==> src/rtl/key_filter.sv <==
// Key conditioner: synchronises a raw mechanical key, rejects bounce with a
// hold-time counter, and produces a debounced level plus press/release pulses.
module key_filter #(
  parameter int CNT_MAX        = 999_999,
  parameter int SYNC_STAGES    = 2,
  parameter bit KEY_ACTIVE_LOW = 1'b1
) (
  input  logic sys_clk,
  input  logic sys_rst,
  input  logic key_in,
  output logic key_state,
  output logic key_flag,
  output logic key_release_flag
);

  localparam int            CW       = (CNT_MAX < 1) ? 1 : $clog2(CNT_MAX + 1);
  localparam logic [CW-1:0] CNT_LAST = CW'(CNT_MAX);
  localparam logic          RELEASED = KEY_ACTIVE_LOW;

  typedef enum logic [1:0] {
    IDLE,
    PRESS_FLT,
    PRESSED,
    REL_FLT
  } state_e;

  logic [SYNC_STAGES-1:0] sync_q;
  logic                   pressed;

  state_e        state_q, state_d;
  logic [CW-1:0] cnt_q, cnt_d;
  logic          key_state_q, key_state_d;
  logic          key_flag_q, key_flag_d;
  logic          key_rel_q, key_rel_d;

  // Reset preloads the released level so no phantom press is seen afterwards.
  always_ff @(posedge sys_clk) begin
    if (sys_rst) begin
      sync_q <= {SYNC_STAGES{RELEASED}};
    end else begin
      sync_q <= {sync_q[SYNC_STAGES-2:0], key_in};
    end
  end

  assign pressed = sync_q[SYNC_STAGES-1] ^ KEY_ACTIVE_LOW;

  always_ff @(posedge sys_clk) begin
    if (sys_rst) begin
      state_q     <= IDLE;
      cnt_q       <= '0;
      key_state_q <= 1'b0;
      key_flag_q  <= 1'b0;
      key_rel_q   <= 1'b0;
    end else begin
      state_q     <= state_d;
      cnt_q       <= cnt_d;
      key_state_q <= key_state_d;
      key_flag_q  <= key_flag_d;
      key_rel_q   <= key_rel_d;
    end
  end

  // Any reversion while filtering drops back to the previous stable state.
  always_comb begin
    state_d     = state_q;
    cnt_d       = cnt_q;
    key_state_d = key_state_q;
    key_flag_d  = 1'b0;
    key_rel_d   = 1'b0;
    case (state_q)
      IDLE: begin
        cnt_d = '0;
        if (pressed) begin
          state_d = PRESS_FLT;
        end
      end
      PRESS_FLT: begin
        if (!pressed) begin
          state_d = IDLE;
          cnt_d   = '0;
        end else if (cnt_q == CNT_LAST) begin
          state_d     = PRESSED;
          key_state_d = 1'b1;
          key_flag_d  = 1'b1;
          cnt_d       = '0;
        end else begin
          cnt_d = cnt_q + CW'(1);
        end
      end
      PRESSED: begin
        cnt_d = '0;
        if (!pressed) begin
          state_d = REL_FLT;
        end
      end
      REL_FLT: begin
        if (pressed) begin
          state_d = PRESSED;
          cnt_d   = '0;
        end else if (cnt_q == CNT_LAST) begin
          state_d     = IDLE;
          key_state_d = 1'b0;
          key_rel_d   = 1'b1;
          cnt_d       = '0;
        end else begin
          cnt_d = cnt_q + CW'(1);
        end
      end
      default: begin
        state_d = IDLE;
        cnt_d   = '0;
      end
    endcase
  end

  assign key_state        = key_state_q;
  assign key_flag         = key_flag_q;
  assign key_release_flag = key_rel_q;

endmodule

==> config.mk <==
export PLATFORM = sky130hd
export DESIGN_NAME = key_filter
export DESIGN_NICKNAME = d
export VERILOG_FILES = /design/src/rtl/key_filter.sv
export SDC_FILE = /design/constraint.sdc
export NUM_CORES = 1
export LEC_CHECK = 0
export BUFFER_PORTS_ARGS = -buffer_cell sky130_fd_sc_hd__buf_2
export CAP_MARGIN = 10
export CORE_MARGIN = 4
export CORE_UTILIZATION = 48
export CTS_BUF_LIST = sky130_fd_sc_hd__clkbuf_8
export CTS_CLUSTER_DIAMETER = 100
export DETAILED_ROUTE_END_ITERATION = 7
export PLACE_DENSITY = 0.65
export SYNTH_ARGS = -nofsm -noshare
export SYNTH_HDL_FRONTEND = slang
export SYNTH_SLANG_ARGS = --single-unit
==> constraint.sdc <==
create_clock -name sys_clk -period 2.3 [get_ports sys_clk]
set_input_delay 0.23 -clock sys_clk [delete_from_list [all_inputs] [get_ports sys_clk]]
set_output_delay 0.23 -clock sys_clk [all_outputs]
set_load 0.1 [all_outputs]
==> metrics.txt, run 1 <==
# TYPE chip_impl_metric gauge
chip_impl_metric{name="timing.critical_path.buf_inv",unit=""} 0
chip_impl_metric{name="final-max-slew-violation-count",unit=""} 0
chip_impl_metric{name="gr-total-overflow",unit=""} 0
chip_impl_metric{name="synth_enable_flop_cells",unit=""} 0
chip_impl_metric{name="finalSetupViolations",unit=""} 0
chip_impl_metric{name="first_pass_iters",unit=""} 7
chip_impl_info{name="crit_path_cell_trace",value="ha_1, nand2_1, or4_1, or4_1, a21oi_1"} 1
chip_impl_metric{name="die_area",unit="um2"} 3239
chip_impl_metric{name="synth-warning-count",unit=""} 0
chip_impl_metric{name="synth_top_area_frac",unit=""} 0.4706
chip_impl_metric{name="maxCapViolCount",unit=""} 0
chip_impl_metric{name="postSynthCellCount",unit=""} 130
chip_impl_metric{name="via_per_inst",unit=""} 5.367
chip_impl_metric{name="wl_per_cell",unit="um"} 11.38
chip_impl_metric{name="post-cts-setup-buffers",unit=""} 0
chip_impl_metric{name="cts.clk_slew.worst_paths",unit="ps"} 90
chip_impl_metric{name="h-tree-depth",unit=""} 1
chip_impl_metric{name="clkSinkCount",unit=""} 27
chip_impl_metric{name="critPathArrivalTime",unit="ps"} 2280
chip_impl_info{name="ys.flop_type",value="sky130_fd_sc_hd__dfxtp_1"} 1
chip_impl_metric{name="port_buffers",unit=""} 5
chip_impl_metric{name="synth.ff_latch_count",unit=""} 27
chip_impl_metric{name="via_count",unit=""} 891
chip_impl_info{name="grt_setup_unrepaired",value="no"} 1
chip_impl_metric{name="syn_area_per_cell",unit="um2"} 8.835
chip_impl_metric{name="synth_async_sr_flop_share",unit=""} 0
chip_impl_metric{name="fin_nets",unit=""} 143
chip_impl_info{name="path_delay_family",value="simple AND/OR/NAND/NOR gates"} 1
chip_impl_metric{name="power_leakage",unit="nW"} 0.3908
chip_impl_metric{name="die_span_x",unit="um"} 56.92
chip_impl_info{name="end_kind",value="flop"} 1
chip_impl_metric{name="top_level_ports",unit=""} 6
chip_impl_metric{name="ant_nets",unit=""} 0
chip_impl_metric{name="cpPeakStageDelay",unit="ps"} 600
chip_impl_metric{name="drcViolationCount",unit=""} 0
chip_impl_metric{name="clk_latency",unit="ps"} 270
chip_impl_metric{name="layout-drive-gt1-share",unit=""} 0.1087
chip_impl_info{name="hold_path_class",value="primary input to flop"} 1
chip_impl_metric{name="placementRows",unit=""} 17
chip_impl_info{name="final_common_cell",value="sky130_fd_sc_hd__dfxtp_1"} 1
chip_impl_metric{name="grt_max_degree",unit=""} 21
chip_impl_metric{name="post_synthesis_sequential_area_ratio",unit=""} 0.4706
chip_impl_info{name="worst_setup_path_start_kind",value="flop"} 1
chip_impl_info{name="cp_class",value="flop to flop"} 1
chip_impl_metric{name="highest_attainable_clock_frequency",unit="GHz"} 0.4800
chip_impl_metric{name="area_growth_syn_to_layout",unit="%"} 10.02
chip_impl_metric{name="cts_buffer_depth",unit=""} 2
chip_impl_metric{name="postCtsResizedCells",unit=""} 0
chip_impl_metric{name="core_region_area",unit="um2"} 2255
chip_impl_info{name="critical_path.slowest_cell",value="sky130_fd_sc_hd__or4_1"} 1
chip_impl_info{name="cts_root_buf",value="sky130_fd_sc_hd__clkbuf_8"} 1
chip_impl_metric{name="drt_first_iter_violations",unit=""} 7
chip_impl_metric{name="grt.total_usage",unit=""} 0.1276
chip_impl_metric{name="max_slew_margin",unit=""} 0.6772
chip_impl_metric{name="crit_path_max_fanout",unit=""} 6
chip_impl_metric{name="grt_first_pass_wirelength",unit="mm"} 3.332
chip_impl_metric{name="yosysUniqueCellTypes",unit=""} 29
chip_impl_info{name="result_of_the_run",value="completed"} 1
chip_impl_metric{name="worst_slew_pin_slew",unit="ps"} 487.6
chip_impl_info{name="ys_top_cells_by_area",value="sky130_fd_sc_hd__dfxtp_1 47%, sky130_fd_sc_hd__xnor2_1 6.9%, sky130_fd_sc_hd__nor2_1 5.6%"} 1
chip_impl_info{name="critical_path.most_common_cell",value="sky130_fd_sc_hd__or4_1"} 1
chip_impl_metric{name="final.period_utilization",unit=""} 0.9058
chip_impl_info{name="synth_largest_area_cell",value="sky130_fd_sc_hd__dfxtp_1"} 1
chip_impl_metric{name="power_density",unit="nW/um2"} 615.1
chip_impl_metric{name="vias_in_the_first_global_route",unit=""} 777
chip_impl_metric{name="initial_antenna_violation_count",unit=""} 0
chip_impl_metric{name="hold_violations",unit=""} 0
chip_impl_metric{name="placed_wire_length_estimate",unit="mm"} 1.393
chip_impl_metric{name="timing.final.crit_period",unit="ps"} 2083
chip_impl_metric{name="design_power_total",unit="mW"} 0.7773
chip_impl_metric{name="setup_skew",unit="ps"} 4.952
chip_impl_metric{name="total_wirelength",unit="mm"} 1.889
chip_impl_metric{name="post_cts_hold_buffer_count",unit=""} 0
chip_impl_metric{name="chipHeight",unit="um"} 56.92
chip_impl_metric{name="gp_congestion",unit=""} 0.7545
chip_impl_metric{name="initial_utilization",unit=""} 0.5094
chip_impl_metric{name="syn_area",unit="um2"} 1149
chip_impl_metric{name="num_antenna_cells",unit=""} 0
chip_impl_metric{name="worst-endpoint-required",unit="ps"} 2500
chip_impl_metric{name="fin_setup_tns",unit="ps"} 0
chip_impl_info{name="layout.cells.most_common_list",value="27 x sky130_fd_sc_hd__dfxtp_1, 17 x sky130_fd_sc_hd__nor2_1, 10 x sky130_fd_sc_hd__inv_1"} 1
chip_impl_metric{name="clock_buffers_created_by_tritoncts",unit=""} 3
chip_impl_metric{name="worst_ir_drop_vdd",unit="mV"} 0.5051
chip_impl_metric{name="syn-num-nets",unit=""} 134
chip_impl_info{name="cts_tree",value="yes"} 1
-- path summary, 6_finish.rpt --
kind,from,end,slack [ps],depth (start not counted)
max,cnt_q[0],cnt_q[18],220,5
min,key_in,sync_q[0],140,2
max reg2reg,cnt_q[0],cnt_q[18],220,5
min reg2reg,sync_q[0],sync_q[1],430,1
-- cell type report --
class	count	area [um2]
Sequential cell	27	540.5
Clock inverter	1	7.507
Fill cell	220	991.0
Tap cell	28	35.03
Clock buffer	3	41.29
Multi-Input combinational cell	89	554.3
Timing Repair Buffer	8	47.55
Inverter	10	37.54
-- cells by family (layout without fill, tap and decap cells) --
group | Yosys count | after routing | share of synthesized area
and+or+nand+nor | 58 | 58 | 0.2778
xor gates and xnor gates | 13 | 13 | 0.09913
adders and majority gates | 1 | 1 | 0.01089
buffers and inverters | 14 | 22 | 0.04684
DFF | 27 | 27 | 0.4706
AOI/OAI and AO/OA | 17 | 17 | 0.09477
-- flip-flops by register name (all words and copies together) (netlist names), named ones only --
signal and count:
key_flag 1, key_release_flag 1, sync_q 2, state_q 1, key_state 1, cnt_q 20
-- report_power, final --
group	switching [mW]	total (mW)	internal [mW]
Combinational	0.0291	0.0377	0.00863
Sequential	0.00396	0.476	0.472
Clock	0.141	0.263	0.123
Total	0.174	0.777	0.604
-- metrics by stage --
step / instances / utilization / hold WS [ps] / setup WS (ps) / area, um2
global placement: 162 / 0.5388 / 398.3 / 309.1 / 1215
CTS: 166 / 0.5605 / 130.4 / 205.2 / 1264
global route: 166 / 0.5605 / 136.6 / 73.49 / 1264
finish: 166 / 0.5605 / 136.9 / 216.8 / 1264
floorplan: 130 / - / 333.8 / 375.1 / 1149
detailed placement: 162 / 0.5388 / 411.3 / 230.1 / 1215
-- Yosys cell counts, drive strengths merged, types with 3 or more instances --
| cell type | number |
|---|---|
| nand4 | 3 |
| nor3 | 6 |
| inv | 10 |
| nor2 | 17 |
| nand2 | 6 |
| o21ai | 4 |
| xnor2 | 9 |
| nand3 | 7 |
| clkbuf | 3 |
| nor4 | 4 |
| xor2 | 4 |
| or4 | 4 |
| a21oi | 7 |
| dfxtp | 27 |
| or3 | 4 |
-- metal layers --
metal / part of all wire / wire length [um] / track usage / up-vias
met2: 0.43 / 819 / 0.1811 / 12
li1: - / - / - / 471
met5: 0 / 0 / 0 / -
met1: 0.51 / 963 / 0.1769 / 400
met4: 0.028 / 53 / 0.07285 / 0
met3: 0.028 / 53 / 0.02759 / 8
(Power assumes the default switching activity.)
==> run 2, diff against run 1 <==
--- a/config.mk
+++ b/config.mk
@@ -8,11 +8,12 @@
 export BUFFER_PORTS_ARGS = -buffer_cell sky130_fd_sc_hd__buf_2
 export CAP_MARGIN = 10
 export CORE_MARGIN = 4
-export CORE_UTILIZATION = 48
+export CORE_UTILIZATION = 50
 export CTS_BUF_LIST = sky130_fd_sc_hd__clkbuf_8
 export CTS_CLUSTER_DIAMETER = 100
 export DETAILED_ROUTE_END_ITERATION = 7
-export PLACE_DENSITY = 0.65
+export PLACE_DENSITY = 0.68
+export RECOVER_POWER = 25
 export SYNTH_ARGS = -nofsm -noshare
 export SYNTH_HDL_FRONTEND = slang
 export SYNTH_SLANG_ARGS = --single-unit
==> run 2 against run 1 <==
Routed wire length increased by 0.32%. Non-clock buffer count decreased by 1. Sequential power about the same. Global-route usage increased by 0.64 points. First-iteration DRC count increased to 3.3 times the previous value. Final area decreased by 1.6%. Register-to-register slack got worse by 20 ps. Sequential share of layout area increased by 0.69 points. Power decreased by 1.1%. Critical path type unchanged. Via count decreased by 2.0%. Clock power decreased by 3%.
==> metrics.txt, run 2 (synthesis results as in run 1) <==
# TYPE chip_impl_metric gauge
chip_impl_info{name="result_of_the_run",value="completed"} 1
chip_impl_metric{name="max_slew_margin",unit=""} 0.2286
chip_impl_metric{name="clk_latency",unit="ps"} 260
chip_impl_metric{name="num-fill-cells",unit=""} 201
chip_impl_info{name="grt_setup_unrepaired",value="no"} 1
chip_impl_metric{name="via_count",unit=""} 873
chip_impl_info{name="end_kind",value="flop"} 1
chip_impl_metric{name="via_per_inst",unit=""} 5.291
chip_impl_metric{name="layout-drive-gt1-share",unit=""} 0.05839
chip_impl_metric{name="clkSinkCount",unit=""} 27
chip_impl_info{name="biggestRegsByFlops",value="cnt_q: 20 flops, sync_q: 2 flops"} 1
chip_impl_metric{name="initial_utilization",unit=""} 0.5243
chip_impl_metric{name="finish.instance_area",unit="um2"} 1244
chip_impl_info{name="timing.critical_path.to",value="cnt_q[18]"} 1
chip_impl_metric{name="placed_wire_length_estimate",unit="mm"} 1.327
chip_impl_metric{name="final-max-slew-violation-count",unit=""} 0
chip_impl_metric{name="num_antenna_cells",unit=""} 0
chip_impl_metric{name="total_wirelength",unit="mm"} 1.895
chip_impl_metric{name="area_growth_syn_to_layout",unit="%"} 8.279
chip_impl_metric{name="h-tree-depth",unit=""} 1
chip_impl_metric{name="placementRows",unit=""} 17
chip_impl_metric{name="postCtsResizedCells",unit=""} 0
chip_impl_metric{name="core_region_area",unit="um2"} 2191
chip_impl_info{name="worst_setup_path_start_kind",value="flop"} 1
chip_impl_metric{name="rrSetupSlack",unit="ps"} 200
chip_impl_metric{name="flip_flop_count_of_the_largest_register_all_copies_and_words_added",unit=""} 20
chip_impl_info{name="final_common_cell",value="sky130_fd_sc_hd__dfxtp_1"} 1
chip_impl_metric{name="power_density",unit="nW/um2"} 617.9
chip_impl_info{name="cp_class",value="flop to flop"} 1
chip_impl_metric{name="timing.final.crit_period",unit="ps"} 2100
chip_impl_metric{name="gp_congestion",unit=""} 0.8209
chip_impl_info{name="worst_r2r_startpoint",value="cnt_q[0]"} 1
chip_impl_metric{name="fin_setup_tns",unit="ps"} 0
chip_impl_metric{name="initial_antenna_violation_count",unit=""} 0
chip_impl_metric{name="cts.clk_slew.worst_paths",unit="ps"} 90
chip_impl_metric{name="layout.cells.non_filler",unit=""} 165
chip_impl_metric{name="worst_ir_drop_vdd",unit="mV"} 0.4988
chip_impl_metric{name="cts_buffer_depth",unit=""} 2
chip_impl_metric{name="die_span_x",unit="um"} 55.93
chip_impl_metric{name="layout_setup_ws",unit="ps"} 200.1
chip_impl_metric{name="highest_attainable_clock_frequency",unit="GHz"} 0.4762
chip_impl_metric{name="drcViolationCount",unit=""} 0
chip_impl_metric{name="design_power_total",unit="mW"} 0.7685
chip_impl_metric{name="worst-endpoint-required",unit="ps"} 2500
chip_impl_metric{name="hold_violations",unit=""} 0
chip_impl_metric{name="finalSetupViolations",unit=""} 0
chip_impl_metric{name="final.period_utilization",unit=""} 0.9130
chip_impl_metric{name="post_cts_hold_buffer_count",unit=""} 0
chip_impl_metric{name="grt.total_usage",unit=""} 0.1340
chip_impl_metric{name="chipHeight",unit="um"} 55.93
chip_impl_metric{name="clock_buffers_created_by_tritoncts",unit=""} 3
chip_impl_metric{name="wl_per_cell",unit="um"} 11.48
chip_impl_metric{name="critPathArrivalTime",unit="ps"} 2300
chip_impl_metric{name="drt_first_iter_violations",unit=""} 23
chip_impl_metric{name="post-cts-setup-buffers",unit=""} 0
chip_impl_metric{name="multi_input_combinational_cell_area",unit="um2"} 554.3
chip_impl_info{name="crit-reg2reg-capture",value="cnt_q[18]"} 1
chip_impl_metric{name="worst_slew_pin_slew",unit="ps"} 1162
chip_impl_metric{name="reg2regPathDepth",unit=""} 5
chip_impl_metric{name="power_leakage",unit="nW"} 0.3719
chip_impl_metric{name="die_area",unit="um2"} 3128
chip_impl_metric{name="grt_first_pass_wirelength",unit="mm"} 3.456
chip_impl_metric{name="setup_skew",unit="ps"} 1.733
chip_impl_info{name="timing.critical_path.from",value="cnt_q[0]"} 1
chip_impl_metric{name="placed_cells",unit=""} 161
chip_impl_info{name="cts_root_buf",value="sky130_fd_sc_hd__clkbuf_8"} 1
chip_impl_metric{name="grt_max_degree",unit=""} 21
chip_impl_metric{name="gr-total-overflow",unit=""} 0
chip_impl_metric{name="vias_in_the_first_global_route",unit=""} 805
chip_impl_metric{name="ant_nets",unit=""} 0
chip_impl_metric{name="ff_latch_area",unit="um2"} 540.5
chip_impl_metric{name="top_level_ports",unit=""} 6
chip_impl_info{name="cts_tree",value="yes"} 1
chip_impl_metric{name="first_pass_iters",unit=""} 4
chip_impl_metric{name="fin_nets",unit=""} 142
chip_impl_info{name="layout.cells.most_common_list",value="27 x sky130_fd_sc_hd__dfxtp_1, 17 x sky130_fd_sc_hd__nor2_1, 11 x sky130_fd_sc_hd__inv_1"} 1
chip_impl_metric{name="port_buffers",unit=""} 5
chip_impl_info{name="register_bank_with_the_most_flops",value="cnt_q"} 1
chip_impl_info{name="hold_path_class",value="primary input to flop"} 1
chip_impl_metric{name="crit_path_max_fanout",unit=""} 6
chip_impl_metric{name="maxCapViolCount",unit=""} 0
chip_impl_metric{name="preCtsSetupSlack",unit="ps"} 214.8
chip_impl_metric{name="placement.cell_area",unit="um2"} 1207
==> run 2: cell count changes in the layout (fill, tap and decap cells not counted) <==
cell                         previous run  this run
sky130_fd_sc_hd__clkbuf_1               0         5
sky130_fd_sc_hd__clkinvlp_4             1         0
sky130_fd_sc_hd__buf_4                  3         1
sky130_fd_sc_hd__inv_1                 10        11
sky130_fd_sc_hd__buf_2                  5         1
==> run 2: where the power goes <==
part           switching, mW  internal [mW]  total (mW)
clock                  0.136          0.119       0.256
combinational         0.0292        0.00747      0.0367
sequential           0.00389          0.472       0.476
==> run 2: how the worst min path moves through the flow <==
| stage | cells after the start | endpoint | start |
|---|---|---|---|
| finish | 2 | sync_q[0] | key_in |
| global route | 2 | sync_q[0] | key_in |
| CTS | 2 | sync_q[0] | key_in |
| detailed placement | 1 | sync_q[1] | sync_q[0] |
| global placement | 1 | sync_q[1] | sync_q[0] |
| floorplan | 1 | sync_q[0] | key_in |
==> run 2: critical path, cell delays in order, from the launching register on <==
cell                      delay [ps]
sky130_fd_sc_hd__dfxtp_1         400
sky130_fd_sc_hd__ha_1            250
sky130_fd_sc_hd__nand2_1         130
sky130_fd_sc_hd__or4_1           600
sky130_fd_sc_hd__or4_1           490
sky130_fd_sc_hd__a21oi_1         150
==> run 2: metal layers <==
layer | vias up | wire (um) | global-route usage
met3 | 2 | 76 | 0.03480
li1 | 469 | - | -
met1 | 388 | 953 | 0.1843
met2 | 14 | 845 | 0.2044
met5 | - | 0 | 0
met4 | 0 | 19 | 0.04407
==> run 2: cell type report <==
class / instances / share of cell area
well taps: 28 / 0.02817
inverters: 10 / 0.03018
clock inverters: 1 / 0.003018
clock buffers: 3 / 0.03320
multi-input cells: 89 / 0.4457
repair buffers: 7 / 0.02515
flip-flops and latches: 27 / 0.4346
==> run 2: through the flow <==
stage               hold WS [ps]    util
detailed placement         397.5  0.5511
CTS                        134.2  0.5717
global route               150.6  0.5677
finish                     140.6  0.5677
floorplan                  333.8       -
global placement           392.0  0.5511
==> run 3, diff against run 2 <==
==> constraint.sdc (replaced) <==
create_clock -name sys_clk -period 2.28 [get_ports sys_clk]
set_input_delay 0.228 -clock sys_clk [delete_from_list [all_inputs] [get_ports sys_clk]]
set_output_delay 0.228 -clock sys_clk [all_outputs]
set_load 0.1 [all_outputs]
==> run 3 against run 2 <==
Sequential share of layout area fell by 0.26 points. Power rose by 2.5%. Utilization rose by 0.34 points. Largest power group unchanged.
==> metrics.txt, run 3 (synthesis results as in run 1) <==
# TYPE chip_impl_metric gauge
chip_impl_info{name="result_of_the_run",value="completed"} 1
chip_impl_info{name="critical_path.slowest_cell",value="sky130_fd_sc_hd__or4_1"} 1
chip_impl_metric{name="first_pass_iters",unit=""} 4
chip_impl_info{name="cts_tree",value="yes"} 1
chip_impl_info{name="worst_hold_path.endpoint",value="sync_q[0]"} 1
chip_impl_metric{name="via_count",unit=""} 898
chip_impl_metric{name="worst-endpoint-required",unit="ps"} 2490
chip_impl_metric{name="initial_antenna_violation_count",unit=""} 0
chip_impl_metric{name="wl_per_cell",unit="um"} 12.07
chip_impl_metric{name="worst_slew_pin_slew",unit="ps"} 1158
chip_impl_metric{name="highest_attainable_clock_frequency",unit="GHz"} 0.4798
chip_impl_metric{name="setup_skew",unit="ps"} 5.173
chip_impl_metric{name="timing.critical_path.buf_inv",unit=""} 0
chip_impl_metric{name="area_growth_syn_to_layout",unit="%"} 8.932
chip_impl_metric{name="rrSetupSlack",unit="ps"} 200
chip_impl_metric{name="grt_max_degree",unit=""} 21
chip_impl_metric{name="cpPeakStageDelay",unit="ps"} 610
chip_impl_info{name="cts_root_buf",value="sky130_fd_sc_hd__clkbuf_8"} 1
chip_impl_metric{name="postCtsResizedCells",unit=""} 0
chip_impl_metric{name="cts.clk_slew.worst_paths",unit="ps"} 90
chip_impl_metric{name="num_antenna_cells",unit=""} 0
chip_impl_metric{name="num-fill-cells",unit=""} 208
chip_impl_metric{name="flip_flop_count_of_the_largest_register_all_copies_and_words_added",unit=""} 20
chip_impl_metric{name="timing.final.crit_period",unit="ps"} 2084
chip_impl_info{name="hold_path_class",value="primary input to flop"} 1
chip_impl_metric{name="die_span_x",unit="um"} 55.93
chip_impl_metric{name="power_density",unit="nW/um2"} 629.9
chip_impl_metric{name="finish.instance_area",unit="um2"} 1251
chip_impl_metric{name="initial_utilization",unit=""} 0.5243
chip_impl_metric{name="crit_path_max_fanout",unit=""} 6
chip_impl_metric{name="grt_first_pass_wirelength",unit="mm"} 3.732
chip_impl_metric{name="critPathArrivalTime",unit="ps"} 2290
chip_impl_metric{name="maxCapViolCount",unit=""} 0
chip_impl_metric{name="power_leakage",unit="nW"} 0.3679
chip_impl_info{name="critical_path.most_common_cell",value="sky130_fd_sc_hd__or4_1"} 1
chip_impl_info{name="worst_r2r_startpoint",value="cnt_q[0]"} 1
chip_impl_info{name="end_kind",value="flop"} 1
chip_impl_info{name="worst_setup_path_start_kind",value="flop"} 1
chip_impl_metric{name="worst_ir_drop_vdd",unit="mV"} 0.4883
chip_impl_info{name="layout.cells.most_common_list",value="27 x sky130_fd_sc_hd__dfxtp_1, 17 x sky130_fd_sc_hd__nor2_1, 10 x sky130_fd_sc_hd__inv_1"} 1
chip_impl_metric{name="multi_input_combinational_cell_area",unit="um2"} 554.3
chip_impl_metric{name="vias_in_the_first_global_route",unit=""} 844
chip_impl_metric{name="max_slew_margin",unit=""} 0.2313
chip_impl_info{name="crit_path_cell_trace",value="ha_1, nand2_1, or4_1, or4_1, a21oi_1"} 1
chip_impl_metric{name="h-tree-depth",unit=""} 1
chip_impl_metric{name="hold_violations",unit=""} 0
chip_impl_metric{name="placement.cell_area",unit="um2"} 1215
chip_impl_metric{name="finalSetupViolations",unit=""} 0
chip_impl_metric{name="ff_latch_area",unit="um2"} 540.5
chip_impl_info{name="hp-start",value="key_in"} 1
chip_impl_metric{name="utilization",unit=""} 0.5711
chip_impl_metric{name="grt.total_usage",unit=""} 0.1471
chip_impl_metric{name="final.period_utilization",unit=""} 0.9142
chip_impl_metric{name="layout-drive-gt1-share",unit=""} 0.06522
chip_impl_metric{name="gr-total-overflow",unit=""} 0
chip_impl_metric{name="die_area",unit="um2"} 3128
chip_impl_metric{name="drt_first_iter_violations",unit=""} 11
chip_impl_metric{name="port_buffers",unit=""} 5
chip_impl_metric{name="clk_latency",unit="ps"} 270
chip_impl_metric{name="post_cts_hold_buffer_count",unit=""} 0
chip_impl_metric{name="reg2regPathDepth",unit=""} 5
chip_impl_metric{name="clock_buffers_created_by_tritoncts",unit=""} 3
chip_impl_info{name="biggestRegsByFlops",value="cnt_q: 20 flops, sync_q: 2 flops"} 1
chip_impl_metric{name="cts_buffer_depth",unit=""} 2
chip_impl_info{name="cp_class",value="flop to flop"} 1
chip_impl_metric{name="total_wirelength",unit="mm"} 2.004
chip_impl_metric{name="via_per_inst",unit=""} 5.410
chip_impl_metric{name="chipHeight",unit="um"} 55.93
chip_impl_metric{name="top_level_ports",unit=""} 6
chip_impl_info{name="final_common_cell",value="sky130_fd_sc_hd__dfxtp_1"} 1
chip_impl_metric{name="gp_congestion",unit=""} 0.8012
chip_impl_metric{name="post-cts-setup-buffers",unit=""} 0
chip_impl_info{name="grt_setup_unrepaired",value="no"} 1
chip_impl_metric{name="fin_nets",unit=""} 143
chip_impl_metric{name="final-max-slew-violation-count",unit=""} 0
chip_impl_info{name="path_delay_family",value="simple AND/OR/NAND/NOR gates"} 1
chip_impl_info{name="register_bank_with_the_most_flops",value="cnt_q"} 1
chip_impl_metric{name="placed_wire_length_estimate",unit="mm"} 1.411
chip_impl_info{name="crit-reg2reg-capture",value="cnt_q[18]"} 1
chip_impl_metric{name="fin_setup_tns",unit="ps"} 0
chip_impl_metric{name="placementRows",unit=""} 17
chip_impl_metric{name="core_region_area",unit="um2"} 2191
chip_impl_metric{name="clkSinkCount",unit=""} 27
chip_impl_metric{name="drcViolationCount",unit=""} 0
chip_impl_metric{name="timing.hold.worst_path_depth",unit=""} 2
chip_impl_metric{name="ant_nets",unit=""} 0
[run 3: worst reg2reg max path: stages, from the launching register on]
cell and delay (ps):
sky130_fd_sc_hd__dfxtp_1 400, sky130_fd_sc_hd__ha_1 250, sky130_fd_sc_hd__nand2_1 130, sky130_fd_sc_hd__or4_1 610, sky130_fd_sc_hd__or4_1 490, sky130_fd_sc_hd__a21oi_1 140
[run 3: worst max-delay path by stage]
stage / startpoint / cells after the start / slack, ps / endpoint
after CTS: cnt_q[0] / 5 / 200 / cnt_q[18]
after floorplan: cnt_q[0] / 5 / 360 / cnt_q[18]
final: cnt_q[0] / 5 / 200 / cnt_q[18]
after global routing: cnt_q[0] / 5 / 70 / cnt_q[18]
after detailed placement: cnt_q[0] / 5 / 220 / cnt_q[18]
after global placement: cnt_q[0] / 5 / 300 / cnt_q[18]
[run 3: per-layer routing]
layer / GRT usage / wire, um / vias up
li1: - / - / 471
met1: 0.1960 / 987 / 411
met2: 0.2348 / 940 / 12
met4: 0.05424 / 27 / 0
met5: 0 / 0 / -
met3: 0.03016 / 48 / 4
[run 3: area by class of cell]
| class | instances | share of cell area |
|---|---|---|
| Clock buffer | 3 | 0.03300 |
| Clock inverter | 1 | 0.006000 |
| Inverter | 10 | 0.03000 |
| Multi-Input combinational cell | 89 | 0.4430 |
| Sequential cell | 27 | 0.4320 |
| Tap cell | 28 | 0.02800 |
| Timing Repair Buffer | 8 | 0.02800 |
[run 3: through the flow]
step	setup WS, ps	hold WS, ps	power [mW]	instances
5_1_grt	65.14	139.0	0.8244	166
2_1_floorplan	355.1	331.8	0.5238	130
6_report	195.6	130.4	0.7881	166
3_5_place_dp	222.9	402.5	0.5304	162
4_1_cts	203.6	126.6	0.7974	166
3_3_place_gp	295.0	391.9	0.5294	162
[run 3: where the power goes]
group	switching [mW]	internal [mW]	total, mW
registers	0.00422	0.476	0.481
clock network	0.146	0.124	0.270
logic	0.0297	0.00754	0.0372
total	0.180	0.608	0.788
